===== config.mk =====
export PLATFORM = sky130hd
export DESIGN_NAME = cnn_cfg_seq
export DESIGN_NICKNAME = d
export VERILOG_FILES = /design/src/rtl/cnn_cfg_pkg.sv /design/src/rtl/cnn_obi_single_mgr.sv /design/src/rtl/cnn_cfg_seq.sv
export SDC_FILE = /design/constraint.sdc
export NUM_CORES = 1
export LEC_CHECK = 0
export CAP_MARGIN = 25
export CORE_MARGIN = 2
export CORE_UTILIZATION = 40
export DETAILED_ROUTE_END_ITERATION = 8
export PLACE_DENSITY = 0.67
export SLEW_MARGIN = 20
export SYNTH_ARGS = -nofsm -noshare
export SYNTH_HDL_FRONTEND = slang
export SYNTH_HIERARCHICAL = 1
export SYNTH_SLANG_ARGS = --single-unit

===== constraint.sdc =====
create_clock -name clk_i -period 6.31 [get_ports clk_i]
set_clock_uncertainty 0.05 [all_clocks]
set_input_delay 1.5775 -clock clk_i [delete_from_list [all_inputs] [get_ports clk_i]]
set_output_delay 1.5775 -clock clk_i [all_outputs]
set_load 0.05 [all_outputs]

===== src/rtl/cnn_cfg_pkg.sv =====
// Shared types and register map for the CNN configuration sequencer.
// Holds the OBI request/response structs used by the sequencer and its bus port.
package cnn_cfg_pkg;

  typedef struct packed {
    int unsigned AddrWidth;
    int unsigned DataWidth;
  } obi_cfg_t;

  localparam obi_cfg_t ObiDefaultConfig = '{AddrWidth: 32, DataWidth: 32};

  typedef struct packed {
    logic [31:0] addr;
    logic        we;
    logic [3:0]  be;
    logic [31:0] wdata;
    logic [0:0]  aid;
    logic [1:0]  a_optional;
  } cnn_obi_a_chan_t;

  typedef struct packed {
    logic            req;
    cnn_obi_a_chan_t a;
  } cnn_obi_req_t;

  typedef struct packed {
    logic [31:0] rdata;
    logic        err;
  } cnn_obi_r_chan_t;

  typedef struct packed {
    logic            gnt;
    logic            rvalid;
    cnn_obi_r_chan_t r;
  } cnn_obi_rsp_t;

  localparam int unsigned NumWeights = 9;
  localparam int unsigned NumWrites  = NumWeights + 3;

  localparam logic [31:0] CtrlOff    = 32'h00;
  localparam logic [31:0] StatusOff  = 32'h04;
  localparam logic [31:0] InBaseOff  = 32'h08;
  localparam logic [31:0] OutBaseOff = 32'h0C;
  localparam logic [31:0] WeightOff  = 32'h10;

  localparam logic [31:0] CtrlStart      = 32'h1;
  localparam logic [31:0] StatusDoneMask = 32'h1;

  typedef enum logic [2:0] {
    ST_IDLE,
    ST_REQ,
    ST_RSP,
    ST_POLL_REQ,
    ST_POLL_RSP,
    ST_POLL_GAP,
    ST_DONE
  } cfg_state_e;

endpackage


===== src/rtl/cnn_obi_single_mgr.sv =====
// Single-outstanding OBI manager port. cmd_valid is a launch strobe taken while
// no request is up; cmd_ready flags the bus accepting it (req && gnt).
module cnn_obi_single_mgr
  import cnn_cfg_pkg::*;
#(
  parameter type obi_req_t = cnn_obi_req_t,
  parameter type obi_rsp_t = cnn_obi_rsp_t
) (
  input  logic        clk_i,
  input  logic        rst_ni,
  input  logic        cmd_valid,
  input  logic [31:0] cmd_addr,
  input  logic        cmd_we,
  input  logic [31:0] cmd_wdata,
  output logic        cmd_ready,
  output logic [31:0] rsp_rdata,
  output logic        rsp_err,
  output logic        rsp_valid,
  output obi_req_t    obi_req,
  input  obi_rsp_t    obi_rsp
);

  logic        req_q, pend_q, we_q;
  logic [31:0] addr_q, wdata_q;

  always_ff @(posedge clk_i or negedge rst_ni) begin
    if (!rst_ni) begin
      req_q   <= 1'b0;
      pend_q  <= 1'b0;
      we_q    <= 1'b0;
      addr_q  <= '0;
      wdata_q <= '0;
    end else begin
      if (cmd_valid && !req_q) begin
        req_q   <= 1'b1;
        we_q    <= cmd_we;
        addr_q  <= cmd_addr;
        wdata_q <= cmd_wdata;
      end else if (req_q && obi_rsp.gnt) begin
        req_q <= 1'b0;
      end
      // rvalid only counts while a granted transfer is awaiting its response
      if (req_q && obi_rsp.gnt)             pend_q <= 1'b1;
      else if (pend_q && obi_rsp.rvalid)    pend_q <= 1'b0;
    end
  end

  assign cmd_ready = req_q && obi_rsp.gnt;
  assign rsp_valid = pend_q && obi_rsp.rvalid;
  assign rsp_rdata = obi_rsp.r.rdata;
  assign rsp_err   = obi_rsp.r.err;

  always_comb begin
    obi_req         = '0;
    obi_req.req     = req_q;
    obi_req.a.addr  = addr_q;
    obi_req.a.we    = we_q;
    obi_req.a.be    = '1;
    obi_req.a.wdata = wdata_q;
  end

endmodule


===== src/rtl/cnn_cfg_seq.sv =====
// Programs weights/bases/CTRL into the CNN accelerator over OBI, then polls STATUS.
// Optional bounded polling via CNN_CFG_POLL_TIMEOUT_EN (err after PollTimeout polls).
module cnn_cfg_seq
  import cnn_cfg_pkg::*;
#(
  parameter obi_cfg_t    ObiCfg      = ObiDefaultConfig,
  parameter type         obi_req_t   = cnn_obi_req_t,
  parameter type         obi_rsp_t   = cnn_obi_rsp_t,
  parameter int unsigned DATA_WIDTH  = 8,
  parameter logic [31:0] CnnBaseAddr = 32'h2000_0000,
  parameter int unsigned PollGap     = 4,
  parameter int unsigned PollTimeout = 1024
) (
  input  logic                             clk_i,
  input  logic                             rst_ni,
  input  logic                             start_i,
  input  logic [NumWeights*DATA_WIDTH-1:0] weights_i,
  input  logic [31:0]                      input_base_i,
  input  logic [31:0]                      output_base_i,
  output obi_req_t                         mgr_obi_req_o,
  input  obi_rsp_t                         mgr_obi_rsp_i,
  output logic                             busy_o,
  output logic                             done_o,
  output logic                             err_o
);

  localparam int unsigned DW   = ObiCfg.DataWidth;
  localparam int unsigned GapW = (PollGap > 1) ? $clog2(PollGap) : 1;

  typedef logic [NumWeights-1:0][DATA_WIDTH-1:0] wvec_t;

  cfg_state_e  state_q, state_d;
  logic [3:0]  idx_q, idx_d;
  logic [GapW-1:0] gap_q, gap_d;
  wvec_t       w_q;
  logic [31:0] in_q, out_q;
  logic        busy_q, done_q, err_q;
  logic        latch, err_set;

  logic        cmd_valid, cmd_we, cmd_ready, rsp_valid, rsp_err;
  logic [31:0] cmd_addr, cmd_wdata, rsp_rdata;
  logic        status_done;

`ifdef CNN_CFG_POLL_TIMEOUT_EN
  localparam int unsigned PollCntW = $clog2(PollTimeout + 1);
  logic [PollCntW-1:0] poll_q, poll_d;
`endif

  function automatic logic [DW-1:0] sext(input logic [DATA_WIDTH-1:0] w);
    return {{(DW-DATA_WIDTH){w[DATA_WIDTH-1]}}, w};
  endfunction

  function automatic logic [31:0] wr_addr(input logic [3:0] idx);
    if (idx < 4'(NumWeights))        return CnnBaseAddr + WeightOff + {26'd0, idx, 2'b00};
    else if (idx == 4'(NumWeights))   return CnnBaseAddr + InBaseOff;
    else if (idx == 4'(NumWeights+1)) return CnnBaseAddr + OutBaseOff;
    return CnnBaseAddr + CtrlOff;
  endfunction

  function automatic logic [31:0] wr_data(input logic [3:0] idx, input wvec_t w,
                                          input logic [31:0] ib, input logic [31:0] ob);
    if (idx < 4'(NumWeights))        return sext(w[idx]);
    else if (idx == 4'(NumWeights))   return ib;
    else if (idx == 4'(NumWeights+1)) return ob;
    return CtrlStart;
  endfunction

  assign status_done = |(rsp_rdata & StatusDoneMask);

  always_comb begin
    state_d   = state_q;
    idx_d     = idx_q;
    gap_d     = gap_q;
    cmd_valid = 1'b0;
    cmd_we    = 1'b0;
    cmd_addr  = '0;
    cmd_wdata = '0;
    latch     = 1'b0;
    err_set   = 1'b0;
`ifdef CNN_CFG_POLL_TIMEOUT_EN
    poll_d    = poll_q;
`endif
    case (state_q)
      ST_IDLE: if (start_i) begin
        // first write is launched straight from the ports; the latch lands this edge
        latch     = 1'b1;
        idx_d     = '0;
        cmd_valid = 1'b1;
        cmd_we    = 1'b1;
        cmd_addr  = wr_addr(4'd0);
        cmd_wdata = wr_data(4'd0, weights_i, input_base_i, output_base_i);
        state_d   = ST_REQ;
`ifdef CNN_CFG_POLL_TIMEOUT_EN
        poll_d    = '0;
`endif
      end
      ST_REQ: if (cmd_ready) state_d = ST_RSP;
      ST_RSP: if (rsp_valid) begin
        if (rsp_err) begin
          err_set = 1'b1;
          state_d = ST_IDLE;
        end else if (idx_q == 4'(NumWrites-1)) begin
          cmd_valid = 1'b1;
          cmd_addr  = CnnBaseAddr + StatusOff;
          state_d   = ST_POLL_REQ;
        end else begin
          idx_d     = idx_q + 4'd1;
          cmd_valid = 1'b1;
          cmd_we    = 1'b1;
          cmd_addr  = wr_addr(idx_d);
          cmd_wdata = wr_data(idx_d, w_q, in_q, out_q);
          state_d   = ST_REQ;
        end
      end
      ST_POLL_REQ: if (cmd_ready) state_d = ST_POLL_RSP;
      ST_POLL_RSP: if (rsp_valid) begin
        if (rsp_err) begin
          err_set = 1'b1;
          state_d = ST_IDLE;
        end else if (status_done) begin
          state_d = ST_DONE;
        end else begin
`ifdef CNN_CFG_POLL_TIMEOUT_EN
          if (poll_q == PollCntW'(PollTimeout - 1)) begin
            err_set = 1'b1;
            state_d = ST_IDLE;
          end else begin
            poll_d  = poll_q + 1'b1;
            gap_d   = '0;
            state_d = ST_POLL_GAP;
          end
`else
          gap_d   = '0;
          state_d = ST_POLL_GAP;
`endif
        end
      end
      ST_POLL_GAP: begin
        if (gap_q == GapW'(PollGap - 1)) begin
          cmd_valid = 1'b1;
          cmd_addr  = CnnBaseAddr + StatusOff;
          state_d   = ST_POLL_REQ;
        end else begin
          gap_d = gap_q + 1'b1;
        end
      end
      ST_DONE: state_d = ST_IDLE;
      default: state_d = ST_IDLE;
    endcase
  end

  always_ff @(posedge clk_i or negedge rst_ni) begin
    if (!rst_ni) begin
      state_q <= ST_IDLE;
      idx_q   <= '0;
      gap_q   <= '0;
      w_q     <= '0;
      in_q    <= '0;
      out_q   <= '0;
      busy_q  <= 1'b0;
      done_q  <= 1'b0;
      err_q   <= 1'b0;
    end else begin
      state_q <= state_d;
      idx_q   <= idx_d;
      gap_q   <= gap_d;
      busy_q  <= (state_d != ST_IDLE) && (state_d != ST_DONE);
      done_q  <= (state_d == ST_DONE);
      if (err_set)    err_q <= 1'b1;
      else if (latch) err_q <= 1'b0;
      if (latch) begin
        w_q   <= weights_i;
        in_q  <= input_base_i;
        out_q <= output_base_i;
      end
    end
  end

`ifdef CNN_CFG_POLL_TIMEOUT_EN
  always_ff @(posedge clk_i or negedge rst_ni) begin
    if (!rst_ni) poll_q <= '0;
    else         poll_q <= poll_d;
  end
`endif

  assign busy_o = busy_q;
  assign done_o = done_q;
  assign err_o  = err_q;

  cnn_obi_single_mgr #(
    .obi_req_t (obi_req_t),
    .obi_rsp_t (obi_rsp_t)
  ) u_mgr (
    .clk_i     (clk_i),
    .rst_ni    (rst_ni),
    .cmd_valid (cmd_valid),
    .cmd_addr  (cmd_addr),
    .cmd_we    (cmd_we),
    .cmd_wdata (cmd_wdata),
    .cmd_ready (cmd_ready),
    .rsp_rdata (rsp_rdata),
    .rsp_err   (rsp_err),
    .rsp_valid (rsp_valid),
    .obi_req   (mgr_obi_req_o),
    .obi_rsp   (mgr_obi_rsp_i)
  );

endmodule

==> impl_metrics.ini, run 1 <==
[status]
outcome = finished clean

[detailed_routing]
wirelength_mm = 24.2
ant_nets = 0
post-route-drc-count = 0
initialDrtViolationCount = 404
vias = 7344
wl_per_cell_um = 15.9
dr.pass1.iters = 5
routed_via_density = 4.82

[floorplanning]
core-area_um2 = 24500
fp-row-count = 57
initial_core_util = 0.410
die_w_um = 162
dieArea_um2 = 26300
ioPinCount = 250
dieHeight_um = 162

[critical_path]
cp_top_family = simple AND/OR/NAND/NOR gates
crit_type = input pin to register
cp-end-kind = register
slowest_delay_ns = 0.54
cp_max_fo = 53
cp.required_ns = 6.65
path_cells = clkdlybuf4s50_1 -> and2_1 -> nor3b_1 -> nand2_1 -> nand3_1 -> nor2b_4 -> buf_12 -> mux2_2
start_kind = input pin
cp_slowest_cell = nor2b_4
arrival_ns = 4.41
critPathBufInv = 2

[timing]
finalHoldViolations = 0
relSlewSlack = 0.400
finalCriticalPeriod_ns = 4.07
fmax_mhz = 246
tns_ns = 0
worst_pin_slew_ns = 0.900
finalSetupViolCount = 0
slew_violations = 0
rsz0062_at_grt = no
fin_crit_sh = 0.644
holdWs_ns = 0.420

[synth]
synth.cell_area_um2 = 10000
yosys_warnings = 6
synth.avg_cell_area_um2 = 10.3
synthCells = 969

[power]
p_leak_uw = 0.00651
p_total_uw = 6060
p_per_area_nw_per_um2 = 459
vdd_drop_max_v = 0.000273

[layout]
drive_above_1_share = 0.136
final_common_cell = nand2_1
multiInputGateArea_um2 = 4320
seq_area_um2 = 5380
fin_nets = 1360
areaGrowthSynthToFinish_pct = 31.7
fillers = 2182
final_cell_mix = nand2_1 (423), dfrtp_1 (215), clkdlybuf4s50_1 (210)
utilization = 0.539

[clock_network]
numCtsBuffers = 24
cts_tree = yes
cts.repair.resized = 0
postCtsHoldBufs = 0
root_buffer = clkbuf_16
clock_path_buffers = 3
cts_max_level = 1
cts_sinks = 215
insertion_delay_ns = 0.52
post-cts-setup-buffers = 0
clkTransAtPathRegs_ns = 0.06

[global_routing]
grt_usage = 0.186
grt_max_degree = 126
overflow = 0
antenna_found_initial = 2
grt_pass1_vias = 7341
grt_pass1_wl_mm = 39.2

[placed_design]
io_buffers = 211
gp_congestion = 0.839
hpwlAfterDp_mm = 16.5

[hold_path]
holdCritPathClass = register to register

[job]
maxCapViolCount = 0
==> per-stage QoR <==
step,worst slack [ns],area [µm²],instances
6_report,2.24,13200,1523
5_1_grt,2.02,13200,1522
4_1_cts,2.29,13200,1520
3_5_place_dp,1.74,12400,1477
3_3_place_gp,1.76,12300,1475
2_1_floorplan,3.04,10100,1000
==> layout make-up <==
type                    count  area share
well taps                 324      0.0307
repair buffers            222       0.172
flip-flops and latches    215       0.408
diodes                      2    0.000379
multi-input cells         708       0.328
clock buffers              36      0.0535
clock inverters             7     0.00541
inverters                   9     0.00256
==> routing by layer <==
metal	global-route usage	routed length, µm	vias up
li1	-	-	3567
met1	0.265	11100	3524
met2	0.294	11200	214
met3	0.0337	1320	39
met4	0.0515	612	0
met5	0	0	-
==> worst paths after layout <==
kind                                 startpoint                            end  slack, ns  cells past startpoint
min in group asynchronous                rst_ni    u_mgr/addr_q[6]$_DFFE_PN0P_       1.01                      1
setup reg to reg           idx_q[1]$_DFFE_PN0P_  u_mgr/wdata_q[20]$_DFFE_PN0P_       2.45                     12
setup / recovery              mgr_obi_rsp_i[33]   u_mgr/addr_q[29]$_DFFE_PN0P_       2.24                      8
max in group asynchronous                rst_ni          out_q[11]$_DFFE_PN0P_       4.07                      2
hold / removal             out_q[0]$_DFFE_PN0P_           out_q[0]$_DFFE_PN0P_       0.42                      2
hold reg to reg            out_q[0]$_DFFE_PN0P_           out_q[0]$_DFFE_PN0P_       0.42                      2
==> state kept, by name (all words and copies together), names as in the netlist, 2 cells and up <==
register	cells
u_mgr/addr_q	32
out_q	32
state_q	3
idx_q	4
gap_q	2
w_q	72
u_mgr/wdata_q	32
in_q	32
==> worst register-to-register path, cell delays in order (launching register included) <==
cell       delay (ns)
dfrtp_1          0.41
ha_1             0.36
xor2_2           0.46
buf_6            0.25
inv_1            0.09
ha_1             0.25
or3_4            0.36
a2111oi_4        0.57
a41o_1           0.31
a31oi_4          0.12
buf_16           0.29
o21ai_0          0.09
mux2_4           0.18
==> power breakdown <==
group	switching (µW)	total, µW	internal (µW)	leakage [µW]
registers	334	2300	1970	0.00271
logic	1400	2400	999	0.00341
clock network	549	1360	812	0.000387
Power figures use the tool's default switching activity.
==> run 2, diff against run 1 <==
--- a/config.mk
+++ b/config.mk
@@ -9,7 +9,7 @@
 export CORE_MARGIN = 2
 export CORE_UTILIZATION = 40
 export DETAILED_ROUTE_END_ITERATION = 8
-export PLACE_DENSITY = 0.67
+export PLACE_DENSITY = 0.69
 export SLEW_MARGIN = 20
 export SYNTH_ARGS = -nofsm -noshare
 export SYNTH_HDL_FRONTEND = slang
==> constraint.sdc (replaced) <==
create_clock -name clk_i -period 3.5 [get_ports clk_i]
set_clock_uncertainty 0.05 [all_clocks]
set_input_delay 0.875 -clock clk_i [delete_from_list [all_inputs] [get_ports clk_i]]
set_output_delay 0.875 -clock clk_i [all_outputs]
set_load 0.05 [all_outputs]
==> impl_metrics.ini, run 2 (synthesis gave the netlist of run 1 again) <==
[status]
outcome = finished clean

[power]
vdd_drop_max_v = 0.000501
p_per_area_nw_per_um2 = 824
p_total_uw = 10900
p_leak_uw = 0.00656

[timing]
slew_violations = 0
tns_ns = 0
fin_crit_sh = 0.901
finalCriticalPeriod_ns = 3.15
holdWs_ns = 0.312
finalHoldViolations = 0
finalSetupViolCount = 0
rsz0062_at_grt = no
relSlewSlack = 0.514
worst_pin_slew_ns = 0.729
fmax_mhz = 317

[critical_path]
r2r_slack_ns = 0.35
critPathBufInv = 3
arrival_ns = 3.50
cp_max_fo = 31
start_kind = register
cp_slowest_cell = buf_4
crit_type = register to register
cp.required_ns = 3.85
slowest_delay_ns = 0.44
crit_path_frequent_cell = buf_4
cp_top_family = buffers and inverters
cp-end-kind = register
path_cells = buf_4 -> and3_1 -> xnor2_2 -> inv_1 -> ha_1 -> o221ai_1 -> or3_2 -> buf_4 -> o21a_1 -> o31ai_1 -> mux2_2

[layout]
areaGrowthSynthToFinish_pct = 32.6
stdcell_count = 1534
fin_area_um2 = 13300
fin_nets = 1370
regMostFlops = w_q
final_common_cell = nand2_1
drive_above_1_share = 0.145
fillers = 2135
largest_register_ffs = 72
final_cell_mix = nand2_1 (423), dfrtp_1 (215), clkdlybuf4s50_1 (210)

[clock_network]
cts_max_level = 1
root_buffer = clkbuf_16
post-cts-setup-buffers = 0
numCtsBuffers = 24
cts.repair.resized = 0
clkTransAtPathRegs_ns = 0.06
cts_tree = yes
clock_path_buffers = 3
cts_sinks = 215
insertion_delay_ns = 0.51
postCtsHoldBufs = 0

[global_routing]
overflow = 0
grt_usage = 0.190
antenna_found_initial = 4
grt_pass1_wl_mm = 40.0
grt_pass1_vias = 7585
grt_max_degree = 138

[placed_design]
dpl.cell_count = 1488
place_area_um2 = 12500
gp_congestion = 0.867
hpwlAfterDp_mm = 16.7
io_buffers = 211

[detailed_routing]
wl_per_cell_um = 16.0
post-route-drc-count = 0
ant_nets = 0
dr.pass1.iters = 5
initialDrtViolationCount = 410
wirelength_mm = 24.6
routed_via_density = 4.80
vias = 7370

[floorplanning]
fp-row-count = 57
core-area_um2 = 24500
die_w_um = 162
ioPinCount = 250
dieArea_um2 = 26300
dieHeight_um = 162
initial_core_util = 0.410

[hold_path]
holdCritPathClass = input pin to async pin

[job]
maxCapViolCount = 0
==> run 2: changes by cell type in the layout (fill, tap and decap cells not counted), moves of 2 or more <==
cell        delta
buf_12         +4
buf_16         -2
buf_4          +9
clkbuf_1       -2
clkinvlp_4     +3
==> run 2: final cells by class <==
type                            instances  area, µm²  share of cell area
Clock inverter                          9       77.6             0.00584
Clock buffer                           34        709              0.0534
Tap cell                              324        405              0.0305
Inverter                                9       33.8             0.00254
Antenna cell                            3       7.51            0.000565
Timing Repair Buffer                  232       2350               0.177
Multi-Input combinational cell        708       4320               0.325
Sequential cell                       215       5380               0.405
==> run 2: worst paths after layout <==
check,startpoint,to,cells past startpoint
min in group clk_i,w_q[22]$_DFFE_PN0P_,w_q[22]$_DFFE_PN0P_,2
min,rst_ni,u_mgr/addr_q[11]$_DFFE_PN0P_,1
max reg2reg,idx_q[0]$_DFFE_PN0P_,u_mgr/wdata_q[5]$_DFFE_PN0P_,11
max in group asynchronous,rst_ni,in_q[28]$_DFFE_PN0P_,2
min reg2reg,w_q[22]$_DFFE_PN0P_,w_q[22]$_DFFE_PN0P_,2
max,idx_q[0]$_DFFE_PN0P_,u_mgr/wdata_q[5]$_DFFE_PN0P_,11
==> run 2: through the flow <==
stage	setup slack [ns]	utilization
floorplan	0.374	-
global placement	0.271	0.511
detailed placement	0.216	0.511
CTS	0.320	0.543
global route	0.133	0.543
finish	0.347	0.543
==> run 2: per-layer routing <==
metal | wire, µm | part of all wire | track usage
met4 | 494 | 0.020 | 0.0471
met5 | 11 | 0.00045 | 0
met1 | 11200 | 0.45 | 0.262
met3 | 1320 | 0.053 | 0.0345
met2 | 11600 | 0.47 | 0.310
==> run 2: where the power goes <==
group          internal (µW)  switching, µW  leakage [µW]  total [µW]
registers               3550            609       0.00271        4160
clock network           1480            992      0.000383        2470
logic                   1800           2520       0.00347        4320
==> run 3, diff against run 2 <==
--- a/config.mk
+++ b/config.mk
@@ -8,6 +8,7 @@
 export CAP_MARGIN = 25
 export CORE_MARGIN = 2
 export CORE_UTILIZATION = 40
+export CTS_CLUSTER_SIZE = 40
 export DETAILED_ROUTE_END_ITERATION = 8
 export PLACE_DENSITY = 0.69
 export SLEW_MARGIN = 20
==> impl_metrics.ini, run 3 (synthesis gave the netlist of run 1 again) <==
[status]
outcome = finished clean

[layout]
drive_above_1_share = 0.145
fin_area_um2 = 13300
fillers = 2135
fin_nets = 1370
largest_register_ffs = 72
final_cell_mix = nand2_1 (423), dfrtp_1 (215), clkdlybuf4s50_1 (210)
multiInputGateArea_um2 = 4320
regMostFlops = w_q
seq_area_um2 = 5380
areaGrowthSynthToFinish_pct = 32.6
final_common_cell = nand2_1

[detailed_routing]
ant_nets = 0
wirelength_mm = 24.6
dr.pass1.iters = 4
initialDrtViolationCount = 412
post-route-drc-count = 0
vias = 7363
wl_per_cell_um = 16.1
routed_via_density = 4.80

[clock_network]
cts_tree = yes
cts_max_level = 1
root_buffer = clkbuf_16
clkTransAtPathRegs_ns = 0.06
cts.repair.resized = 0
postCtsHoldBufs = 0
numCtsBuffers = 24
insertion_delay_ns = 0.51
post-cts-setup-buffers = 0
clock_path_buffers = 3
cts_sinks = 215

[critical_path]
start_kind = register
cp_max_fo = 31
r2r.worst_path.cells = 11
cp.required_ns = 3.85
cp-end-kind = register
crit_type = register to register
arrival_ns = 3.50

[floorplanning]
fp-row-count = 57
dieArea_um2 = 26300
die_w_um = 162
initial_core_util = 0.410
core-area_um2 = 24500
dieHeight_um = 162
ioPinCount = 250

[timing]
tns_ns = 0
finalCriticalPeriod_ns = 3.15
slew_violations = 0
fmax_mhz = 317
finalSetupViolCount = 0
worst_pin_slew_ns = 0.723
rsz0062_at_grt = no
finalHoldViolations = 0
relSlewSlack = 0.518
fin_crit_sh = 0.900

[global_routing]
grt_use_met2 = 0.310
antenna_found_initial = 4
grt_pass1_wl_mm = 40.0
grt_max_degree = 138
overflow = 0
grt.busiest_layer = met2
grtUsageMet3 = 0.0345
grt_pass1_vias = 7585
grt_usage = 0.190
use_met1 = 0.262

[placed_design]
io_buffers = 211
place_area_um2 = 12500
gp_congestion = 0.867
hpwlAfterDp_mm = 16.7

[job]
maxCapViolCount = 0

[power]
p_per_area_nw_per_um2 = 824
p_leak_uw = 0.00656
vdd_drop_max_v = 0.000501

[hold_path]
holdCritPathClass = input pin to async pin
[run 3: cell counts in the layout (fill, tap and decap cells not counted)]
No cell type changed its count.
[run 3: stage by stage]
stage | std cells | utilization | hold WS, ns | setup slack [ns] | total power [µW]
finish | 1534 | 0.543 | 0.312 | 0.349 | 10900
global route | 1533 | 0.543 | 0.341 | 0.133 | 11700
floorplan | 1000 | - | 0.388 | 0.374 | 7240
detailed placement | 1488 | 0.511 | 0.409 | 0.216 | 8550
global placement | 1488 | 0.511 | 0.403 | 0.271 | 8420
CTS | 1531 | 0.543 | 0.340 | 0.320 | 11100
[run 3: metal layers]
metal	vias to the layer above	wire length [µm]	part of all wire
met5	-	11	0.00045
met4	2	382	0.016
met3	28	1180	0.048
met2	194	11800	0.48
met1	3556	11200	0.46
li1	3583	-	-
[run 3: path summary, 6_finish.rpt]
| check | start | to | slack (ns) |
|---|---|---|---|
| max | idx_q[0]$_DFFE_PN0P_ | u_mgr/wdata_q[5]$_DFFE_PN0P_ | 0.35 |
| max reg2reg | idx_q[0]$_DFFE_PN0P_ | u_mgr/wdata_q[5]$_DFFE_PN0P_ | 0.35 |
| min | rst_ni | u_mgr/addr_q[11]$_DFFE_PN0P_ | 0.31 |
| min reg2reg | w_q[22]$_DFFE_PN0P_ | w_q[22]$_DFFE_PN0P_ | 0.42 |
| min in group clk_i | w_q[22]$_DFFE_PN0P_ | w_q[22]$_DFFE_PN0P_ | 0.42 |
| max in group asynchronous | rst_ni | in_q[28]$_DFFE_PN0P_ | 2.25 |
[run 3: power by group]
part / switching (µW) / internal (µW) / total [µW]
combinational: 2520 / 1800 / 4320
clock: 994 / 1480 / 2480
sequential: 609 / 3550 / 4160
total: 4120 / 6830 / 10900
[run 3: final cells by class]
class,instances,area share
Clock buffer,34,0.0534
Inverter,9,0.00254
Tap cell,324,0.0305
Antenna cell,3,0.000565
Sequential cell,215,0.405
Multi-Input combinational cell,708,0.325
Clock inverter,9,0.00584
Timing Repair Buffer,232,0.177
[run 3: worst max-delay path: stages, from the launching register on]
cell and delay (ns):
dfrtp_1 0.40, buf_4 0.19, and3_1 0.18, xnor2_2 0.26, inv_1 0.13, ha_1 0.28, o221ai_1 0.33, or3_2 0.19
buf_4 0.44, o21a_1 0.25, o31ai_1 0.08, mux2_2 0.26
